===== src/rtl/home_pkg.sv =====
// Shared definitions for the home event scheduler: event bit positions,
// display codes and the scheduler state type.
package home_pkg;

  // Bit positions of each event inside the pending/grant vectors
  localparam int EV_FDOOR  = 5;
  localparam int EV_RDOOR  = 4;
  localparam int EV_ALARM  = 3;
  localparam int EV_WINDOW = 2;
  localparam int EV_HEATER = 1;
  localparam int EV_COOLER = 0;

  localparam int NUM_EVENTS = 6;

  // One-hot mask of the alarm event, used for preemption
  localparam logic [NUM_EVENTS-1:0] MASK_ALARM = 6'b00_1000;

  // Codes shown on the status display
  localparam logic [2:0] CODE_IDLE   = 3'd0;
  localparam logic [2:0] CODE_FDOOR  = 3'd1;
  localparam logic [2:0] CODE_RDOOR  = 3'd2;
  localparam logic [2:0] CODE_ALARM  = 3'd3;
  localparam logic [2:0] CODE_WINDOW = 3'd4;
  localparam logic [2:0] CODE_HEATER = 3'd5;
  localparam logic [2:0] CODE_COOLER = 3'd6;

  typedef enum logic {
    IDLE  = 1'b0,
    SERVE = 1'b1
  } state_t;

endpackage


===== src/rtl/event_prio_enc.sv =====
// Fixed-priority encoder: picks the most urgent pending event
// (alarm, fdoor, rdoor, window, heater, cooler) and reports its one-hot
// select, its display code and whether anything was pending at all.
module event_prio_enc
  import home_pkg::*;
(
  input  logic [NUM_EVENTS-1:0] req,
  output logic [NUM_EVENTS-1:0] grant,
  output logic [2:0]            code,
  output logic                  valid
);

  // Priority chain, highest urgency tested first
  always_comb begin
    grant = '0;
    code  = CODE_IDLE;
    valid = |req;
    if (req[EV_ALARM]) begin
      grant[EV_ALARM] = 1'b1;
      code            = CODE_ALARM;
    end else if (req[EV_FDOOR]) begin
      grant[EV_FDOOR] = 1'b1;
      code            = CODE_FDOOR;
    end else if (req[EV_RDOOR]) begin
      grant[EV_RDOOR] = 1'b1;
      code            = CODE_RDOOR;
    end else if (req[EV_WINDOW]) begin
      grant[EV_WINDOW] = 1'b1;
      code             = CODE_WINDOW;
    end else if (req[EV_HEATER]) begin
      grant[EV_HEATER] = 1'b1;
      code             = CODE_HEATER;
    end else if (req[EV_COOLER]) begin
      grant[EV_COOLER] = 1'b1;
      code             = CODE_COOLER;
    end
  end

endmodule


===== src/rtl/home_event_scheduler.sv =====
// Home event scheduler: latches sensor events as pending requests and
// serves one actuator at a time for HOLD_CYCLES cycles. A pending fire
// alarm preempts any other service and requeues the interrupted event.
module home_event_scheduler
  import home_pkg::*;
#(
  parameter int HOLD_CYCLES = 4,
  parameter int TEMP_LOW    = 50,
  parameter int TEMP_HIGH   = 70
) (
  input  logic                  Clk,
  input  logic                  Rst,
  input  logic                  En,
  input  logic                  SFD,
  input  logic                  SRD,
  input  logic                  SFA,
  input  logic                  SW,
  input  logic [6:0]            ST,
  output logic [NUM_EVENTS-1:0] grant,
  output logic [2:0]            display,
  output logic                  busy,
  output logic [NUM_EVENTS-1:0] pending
);

  // Counter holds remaining service cycles after the current one
  localparam int CNT_W = (HOLD_CYCLES > 1) ? $clog2(HOLD_CYCLES) : 1;
  localparam logic [CNT_W-1:0] CNT_LOAD = CNT_W'(HOLD_CYCLES - 1);
  localparam logic [6:0] T_LOW  = 7'(TEMP_LOW);
  localparam logic [6:0] T_HIGH = 7'(TEMP_HIGH);

  state_t                  state;
  state_t                  state_next;
  logic [CNT_W-1:0]        cnt;
  logic [CNT_W-1:0]        cnt_next;
  logic [NUM_EVENTS-1:0]   grant_next;
  logic [2:0]              display_next;
  logic [NUM_EVENTS-1:0]   pending_next;
  logic [NUM_EVENTS-1:0]   events;
  logic [NUM_EVENTS-1:0]   clear_bits;
  logic [NUM_EVENTS-1:0]   requeue_bits;
  logic [3:0]              sensors;
  logic [3:0]              prev_sensors;

  logic [NUM_EVENTS-1:0]   enc_grant;
  logic [2:0]              enc_code;
  logic                    enc_valid;

  assign sensors = {SFD, SRD, SFA, SW};
  assign busy    = (state == SERVE);

  event_prio_enc u_prio (
    .req   (pending),
    .grant (enc_grant),
    .code  (enc_code),
    .valid (enc_valid)
  );

  // Door/alarm/window fire on rising edges; temperature requests are levels
  always_comb begin
    events       = '0;
    events[5:2]  = sensors & ~prev_sensors;
    events[EV_HEATER] = (ST < T_LOW);
    events[EV_COOLER] = (ST > T_HIGH);
  end

  // Next-state logic: grant from IDLE, hold/countdown or alarm preemption in SERVE
  always_comb begin
    state_next   = state;
    cnt_next     = cnt;
    grant_next   = grant;
    display_next = display;
    clear_bits   = '0;
    requeue_bits = '0;
    case (state)
      IDLE: begin
        grant_next   = '0;
        display_next = CODE_IDLE;
        if (En && enc_valid) begin
          state_next   = SERVE;
          grant_next   = enc_grant;
          display_next = enc_code;
          clear_bits   = enc_grant;
          cnt_next     = CNT_LOAD;
        end
      end
      SERVE: begin
        if (pending[EV_ALARM] && !grant[EV_ALARM]) begin
          grant_next   = MASK_ALARM;
          display_next = CODE_ALARM;
          cnt_next     = CNT_LOAD;
          clear_bits   = MASK_ALARM;
          requeue_bits = grant;
        end else if (cnt == '0) begin
          state_next   = IDLE;
          grant_next   = '0;
          display_next = CODE_IDLE;
        end else begin
          cnt_next = cnt - 1'b1;
        end
      end
      default: begin
        state_next   = IDLE;
        grant_next   = '0;
        display_next = CODE_IDLE;
      end
    endcase
    // New events win over a clear of the same bit
    pending_next = (pending & ~clear_bits) | requeue_bits | events;
  end

  // State, counter, outputs and sensor history; reset overrides everything
  always_ff @(posedge Clk) begin
    if (Rst) begin
      state        <= IDLE;
      cnt          <= '0;
      grant        <= '0;
      display      <= CODE_IDLE;
      pending      <= '0;
      prev_sensors <= '0;
    end else begin
      state        <= state_next;
      cnt          <= cnt_next;
      grant        <= grant_next;
      display      <= display_next;
      pending      <= pending_next;
      prev_sensors <= sensors;
    end
  end

endmodule


===== config.mk =====
export PLATFORM = sky130hd
export DESIGN_NAME = home_event_scheduler
export DESIGN_NICKNAME = d
export VERILOG_FILES = /design/src/rtl/home_pkg.sv /design/src/rtl/event_prio_enc.sv /design/src/rtl/home_event_scheduler.sv
export SDC_FILE = /design/constraint.sdc
export NUM_CORES = 1
export LEC_CHECK = 0
export BUFFER_PORTS_ARGS = -buffer_cell sky130_fd_sc_hd__buf_2
export CAP_MARGIN = 20
export CORE_MARGIN = 4
export CORE_UTILIZATION = 42
export CTS_BUF_LIST = sky130_fd_sc_hd__clkbuf_8
export DETAILED_ROUTE_END_ITERATION = 16
export MAX_ROUTING_LAYER = met4
export PLACE_DENSITY = 0.7
export SYNTH_ARGS = -nofsm -noshare
export SYNTH_HDL_FRONTEND = slang
export SYNTH_SLANG_ARGS = --single-unit

===== constraint.sdc =====
create_clock -name Clk -period 1.4 [get_ports Clk]
set_input_delay 0.07 -clock Clk [delete_from_list [all_inputs] [get_ports Clk]]
set_output_delay 0.07 -clock Clk [all_outputs]
set_load 0.01 [all_outputs]

Yosys cells after proc, flatten, opt, wreduce, memory -nomap -nowiden
Cells that the tools add are included.

Word-level logic and storage cells: 64. Output and inout bits: 16. Bits of input ports: 14. Register bits after elaboration: 22.

$lt $le $gt $ge: 2. Add/sub/neg operators: 1. Reduce and logical (&&, ||, !) cells: 6. Bitwise operators: 7. Muxes and demuxes: 39. Equality and inequality tests: 3.

Operators by type and width (count): 3-bit two-way mux (12); 6-bit two-way mux (5); 6-bit case mux with 2 select lines (2); 6-bit bitwise OR (2); 1-bit two-way mux (11); 2-bit two-way mux (5); 7-bit greater-than comparator, second input constant (1); 7-bit by 6-bit < comparator with 1-bit output, second input constant (1); 6-bit bitwise AND (1); 6-bit inverter (1); 3-bit case mux with 2 select lines (1); 6-bit OR reduction (1); 4-bit bitwise AND (1); 4-bit two-way mux (1); 4-bit inverter (1); 2-bit case mux with 2 select lines (1); 3-bit by 1-bit != test with 1-bit output, second input constant (1); 3-bit != test, second input constant (1); 1-bit logical AND (2); 2-bit logical NOT (1); 2-bit != test, second input constant (1); 1-bit case mux with 2 select lines (1); 2-bit AND reduction (1); 2-bit by 1-bit subtractor with 2-bit output, second input constant (1); 2 further kinds (2).

Depth between registers and ports, before layout
Word-level depth: 12. Mapped depth: 6. Gate-level depth less buffers: 5.

Hierarchy
From an unflattened synthesis, not the netlist that was laid out.

Cell total of the unflattened synthesis: 112. Area, all modules: 1017.2 um2.

Modules (own cells, without submodules): home_event_scheduler (area each 917.1 um2, seq. area each 440.4 um2, instances 1, cells each 95); event_prio_enc (area each 100.1 um2, seq. area each 0.0 um2, instances 1, cells each 17).

Worst setup path after synthesis
Ideal clock, no wire load.

Path type: flip-flop to flip-flop. Start point: register pending[5]. End point: register pending[4]. Clock period less this slack: 1.515 ns. Setup time: 0.128 ns. Required time: 1.272 ns. Stages on the path, launching flop included: 5. Arrival: 1.387 ns. Buffers on the path: 1. Path slack: -0.115 ns. Path through: dfxtp_1 > clkbuf_2 > or4b_4 > a222oi_1 > nor2_1.

Word-level cells in the longest chain between the ends: 8. Elaborated cells on any way between the ends: 10. Classes of those cells: 4 x mux; 4 x bitwise; 2 x reduce/logical.

Ends and longest elaborated chain: from (decl) (line home_event_scheduler.sv:22) `output logic [NUM_EVENTS-1:0] pending`; from (signal assigned) (line home_event_scheduler.sv:125) `pending <= pending_next;`; 6-bit OR reduction or 1-bit two-way mux (tied branches) (line event_prio_enc.sv:17, event_prio_enc.sv:21); 1-bit logical AND or 2-bit two-way mux (tied branches) (line home_event_scheduler.sv:78, event_prio_enc.sv:18); 6-bit two-way mux (*) (line home_event_scheduler.sv:78) `if (En && enc_valid) begin`; 6-bit case mux with 2 select lines (*) (line home_event_scheduler.sv:74) `case (state)`; 6-bit inverter (*) (line home_event_scheduler.sv:108) `pending_next = (pending & ~clear_bits) | requeue_bits | events;`; 6-bit bitwise AND (*) (line home_event_scheduler.sv:108); 6-bit bitwise OR (*) (2 in series) (line home_event_scheduler.sv:108).

Mark *: on every way between the ends. The rest lies on a longest branch, timed or not. A chain may end at the register's enable or synchronous reset.

Worst setup path in the final report
Start point: register pending[1]. End point: register display[2].

Word-level cells in the longest chain between the ends: 7. Elaborated cells on any way between the ends: 9. Classes of those cells: 7 x mux; 2 x reduce/logical.

Ends and longest elaborated chain: 3-bit two-way mux (line event_prio_enc.sv:30) `end else if (req[EV_HEATER]) begin`; 3-bit two-way mux (line event_prio_enc.sv:27) `end else if (req[EV_WINDOW]) begin`; 3-bit two-way mux (line event_prio_enc.sv:24) `end else if (req[EV_RDOOR]) begin`; 3-bit two-way mux (line event_prio_enc.sv:21) `end else if (req[EV_FDOOR]) begin`; 3-bit two-way mux (line event_prio_enc.sv:18) `if (req[EV_ALARM]) begin`; 3-bit two-way mux (*) (line home_event_scheduler.sv:78); 3-bit case mux with 2 select lines (*) (line home_event_scheduler.sv:74); to (signal assigned) (line home_event_scheduler.sv:124) `display <= display_next;`; to (decl) (line home_event_scheduler.sv:20) `output logic [2:0] display,`.

Marked as above.

==> flow_metrics.env <==
export IMPL_status="finished with violations"
export IMPL_violations="setup timing"
export IMPL_reg2regPathDepth=3
export IMPL_arrival_ns=1.64
export IMPL_tightest_slew_ns=0.441
export IMPL_ys_async_sr_fraction=0
export IMPL_synth_edf_count=0
export IMPL_initialDrtViolationCount=19
export IMPL_syn_nets=121
export IMPL_numCtsBuffers=3
export IMPL_critPathCaptureType="flop"
export IMPL_n_antenna_cell=0
export IMPL_grt_overflow_total=0
export IMPL_die_h_um=57
export IMPL_worstPathRequired_ns=1.54
export IMPL_port_buffers=29
export IMPL_skew_ns=0.00442
export IMPL_initial_utilization=0.447
export IMPL_finalCriticalPeriod_ns=1.50
export IMPL_clk_pin_slew_ns=0.08
export IMPL_worstPathMaxFanout=2
export IMPL_final_setup_worst_slack_ns=-0.103
export IMPL_cp_depth=3
export IMPL_core_um2=2250
export IMPL_critPathKind="flop to flop"
export IMPL_hold_depth=2
export IMPL_routed_wl_mm=2.45
export IMPL_gp_congestion=0.809
export IMPL_netlist_area_um2=1010
export IMPL_cts_setup_buffers=0
export IMPL_avgRoutedWirePerCell_um=14.2
export IMPL_maxCapViolCount=0
export IMPL_ios=30
export IMPL_finalHoldViolations=0
export IMPL_cp_top_family="simple AND/OR/NAND/NOR gates"
export IMPL_power_density_nw_per_um2=1130
export IMPL_synth_area_top_cells="dfxtp_1, a21oi_1, nor2b_1"
export IMPL_cp_buffers_inverters=0
export IMPL_min_path_type="input pin to flop"
export IMPL_drive_above_1_share=0.396
export IMPL_dp_hpwl_mm=1.88
export IMPL_layout_nets=160
export IMPL_drt_pass1_iter_count=4
export IMPL_rsz0062_at_grt="true"
export IMPL_ir_drop_v=0.000685
export IMPL_cts_root_buf="clkbuf_8"
export IMPL_p_leak_uw=0.000563
export IMPL_vias=946
export IMPL_grt_pass1_wl_mm=4.31
export IMPL_vias_per_cell=5.50
export IMPL_avgSynthCellArea_um2=9.51
export IMPL_dp_cells=168
export IMPL_grt_pass1_vias=988
export IMPL_num_rows=17
export IMPL_track_usage=0.172
export IMPL_synth_seq_cells=22
export IMPL_finalSetupViolCount=8
export IMPL_placed_area_um2=1250
export IMPL_synth_flop_cell="dfxtp_1"
export IMPL_antenna_found_initial=0
export IMPL_cts_sinks=22
export IMPL_period_share=1.07
export IMPL_stdcell_count=172
export IMPL_cp_cell_sequence="or4_4, o311ai_0, a21oi_1"
export IMPL_clkLatencyLatePin_ns=0.27
export IMPL_yosysSeqAreaShare=0.437
export IMPL_syn_to_final_growth_pct=29.5
export IMPL_yosys_area_top_type="dfxtp_1"
export IMPL_synth_top_area_frac=0.437
export IMPL_fmax_mhz=665
export IMPL_tritoncts="done"
export IMPL_timing_final_max_slew_violations=0
export IMPL_grt_max_degree=23
export IMPL_clk_path_buf_depth=2
export IMPL_slowest_delay_ns=0.54
export IMPL_relSlewSlack=0.698
export IMPL_final_area_um2=1310
export IMPL_htreeDepth=1
export IMPL_drc=0
export IMPL_synth_cell_types=40
export IMPL_fp_dieW_um=57
export IMPL_ys_warnings_count=0
export IMPL_worstSetupStartpointType="flop"
export IMPL_synthesis_instances=106
export IMPL_slowest_stage="or4_4"
export IMPL_dieArea_um2=3250
export IMPL_drtAntennaViolNets=0
==> layer usage <==
metal | up-vias | GRT usage | wire length [µm]
met3 | 5 | 0.0226 | 110
met2 | 23 | 0.292 | 1230
met5 | - | - | 0
li1 | 474 | - | -
met4 | 0 | 0.0795 | 48
met1 | 444 | 0.200 | 1060
==> per-stage QoR <==
| stage | setup slack, ns | TNS (ns) | power [µW] | hold WS [ns] | util |
|---|---|---|---|---|---|
| CTS | -0.0957 | -0.509 | 1500 | 0.0227 | 0.578 |
| finish | -0.103 | -0.491 | 1480 | 0.0241 | 0.579 |
| global placement | -0.0682 | -0.230 | 1030 | 0.296 | 0.554 |
| detailed placement | -0.0962 | -0.436 | 1040 | 0.303 | 0.554 |
| global route | -0.176 | -1.12 | 1560 | 0.0287 | 0.579 |
| floorplan | -0.0747 | -0.382 | 912 | 0.153 | - |
==> synthesized netlist by cell type, types with 2 or more instances <==
cell,n
a21oi_1,9
nor3_1,4
nor2b_1,7
nand3_1,5
nor2_1,4
a31oi_1,4
dfxtp_1,22
clkbuf_1,3
o21ai_0,2
inv_1,6
a32oi_1,2
buf_2,3
nand2b_1,5
a2111oi_0,3
nand2_1,2
==> worst reg2reg max path, stage by stage, from the launching register on <==
cell and delay [ns]:
dfxtp_2 0.32, or4_4 0.54, o311ai_0 0.39, a21oi_1 0.12
==> registers in the layout, indices dropped and copies added (netlist names) <==
signal,cells
prev_sensors,4
pending,6
grant,6
cnt,2
display,3
busy,1
==> cell families (layout without fill, tap and decap cells) <==
logic type,after synthesis,count (layout),share of synthesized area
fa+ha+maj,1,1,0.0124
compound gates,32,32,0.251
buf+inv,14,52,0.0645
flops,22,22,0.437
simple gates,37,37,0.236
==> path summary, 6_finish.rpt <==
check	startpoint	slack [ns]	endpoint
worst max-delay path	pending[1]	-0.10	display[2]
worst min-delay path	SRD	0.02	prev_sensors[2]
worst max register to register	pending[1]	-0.10	display[2]
worst min register to register	grant[5]	0.49	pending[5]
==> area by class of cell <==
cell class,count,area (µm²)
inverters,6,22.5
fillers,230,948
flip-flops and latches,22,445
repair buffers,42,243
clock buffers,4,55.1
well taps,28,35.0
multi-input cells,70,505
==> placed cells by master, fill, tap and decap left out, drive strengths merged, types with 2 or more instances in the layout <==
master / instances
a31oi: 4
nor2: 4
a32oi: 2
dfxtp: 22
nand2b: 5
inv: 6
nor4b: 2
o21ai: 2
o41ai: 2
o311ai: 2
nand2: 2
a2111oi: 3
clkbuf: 4
nor2b: 7
nand3: 5
nor3: 4
buf: 42
a21oi: 9
==> where the power goes <==
part           internal (µW)  total (µW)  leakage (µW)  switching (µW)
registers                672         697      0.000183            24.7
logic                    153         326      0.000351             174
clock network            251         456     0.0000288             205
total                   1080        1480      0.000563             403
==> repair_timing <==
item / CTS / global route
hold buffers: 0 / 0
resized for setup: 0 / 1
hold endpoints to repair: 0 / 0
endpoints found under the setup margin: 8 / 13
pin swaps: 2 / 1
Power figures use the tool's default switching activity.
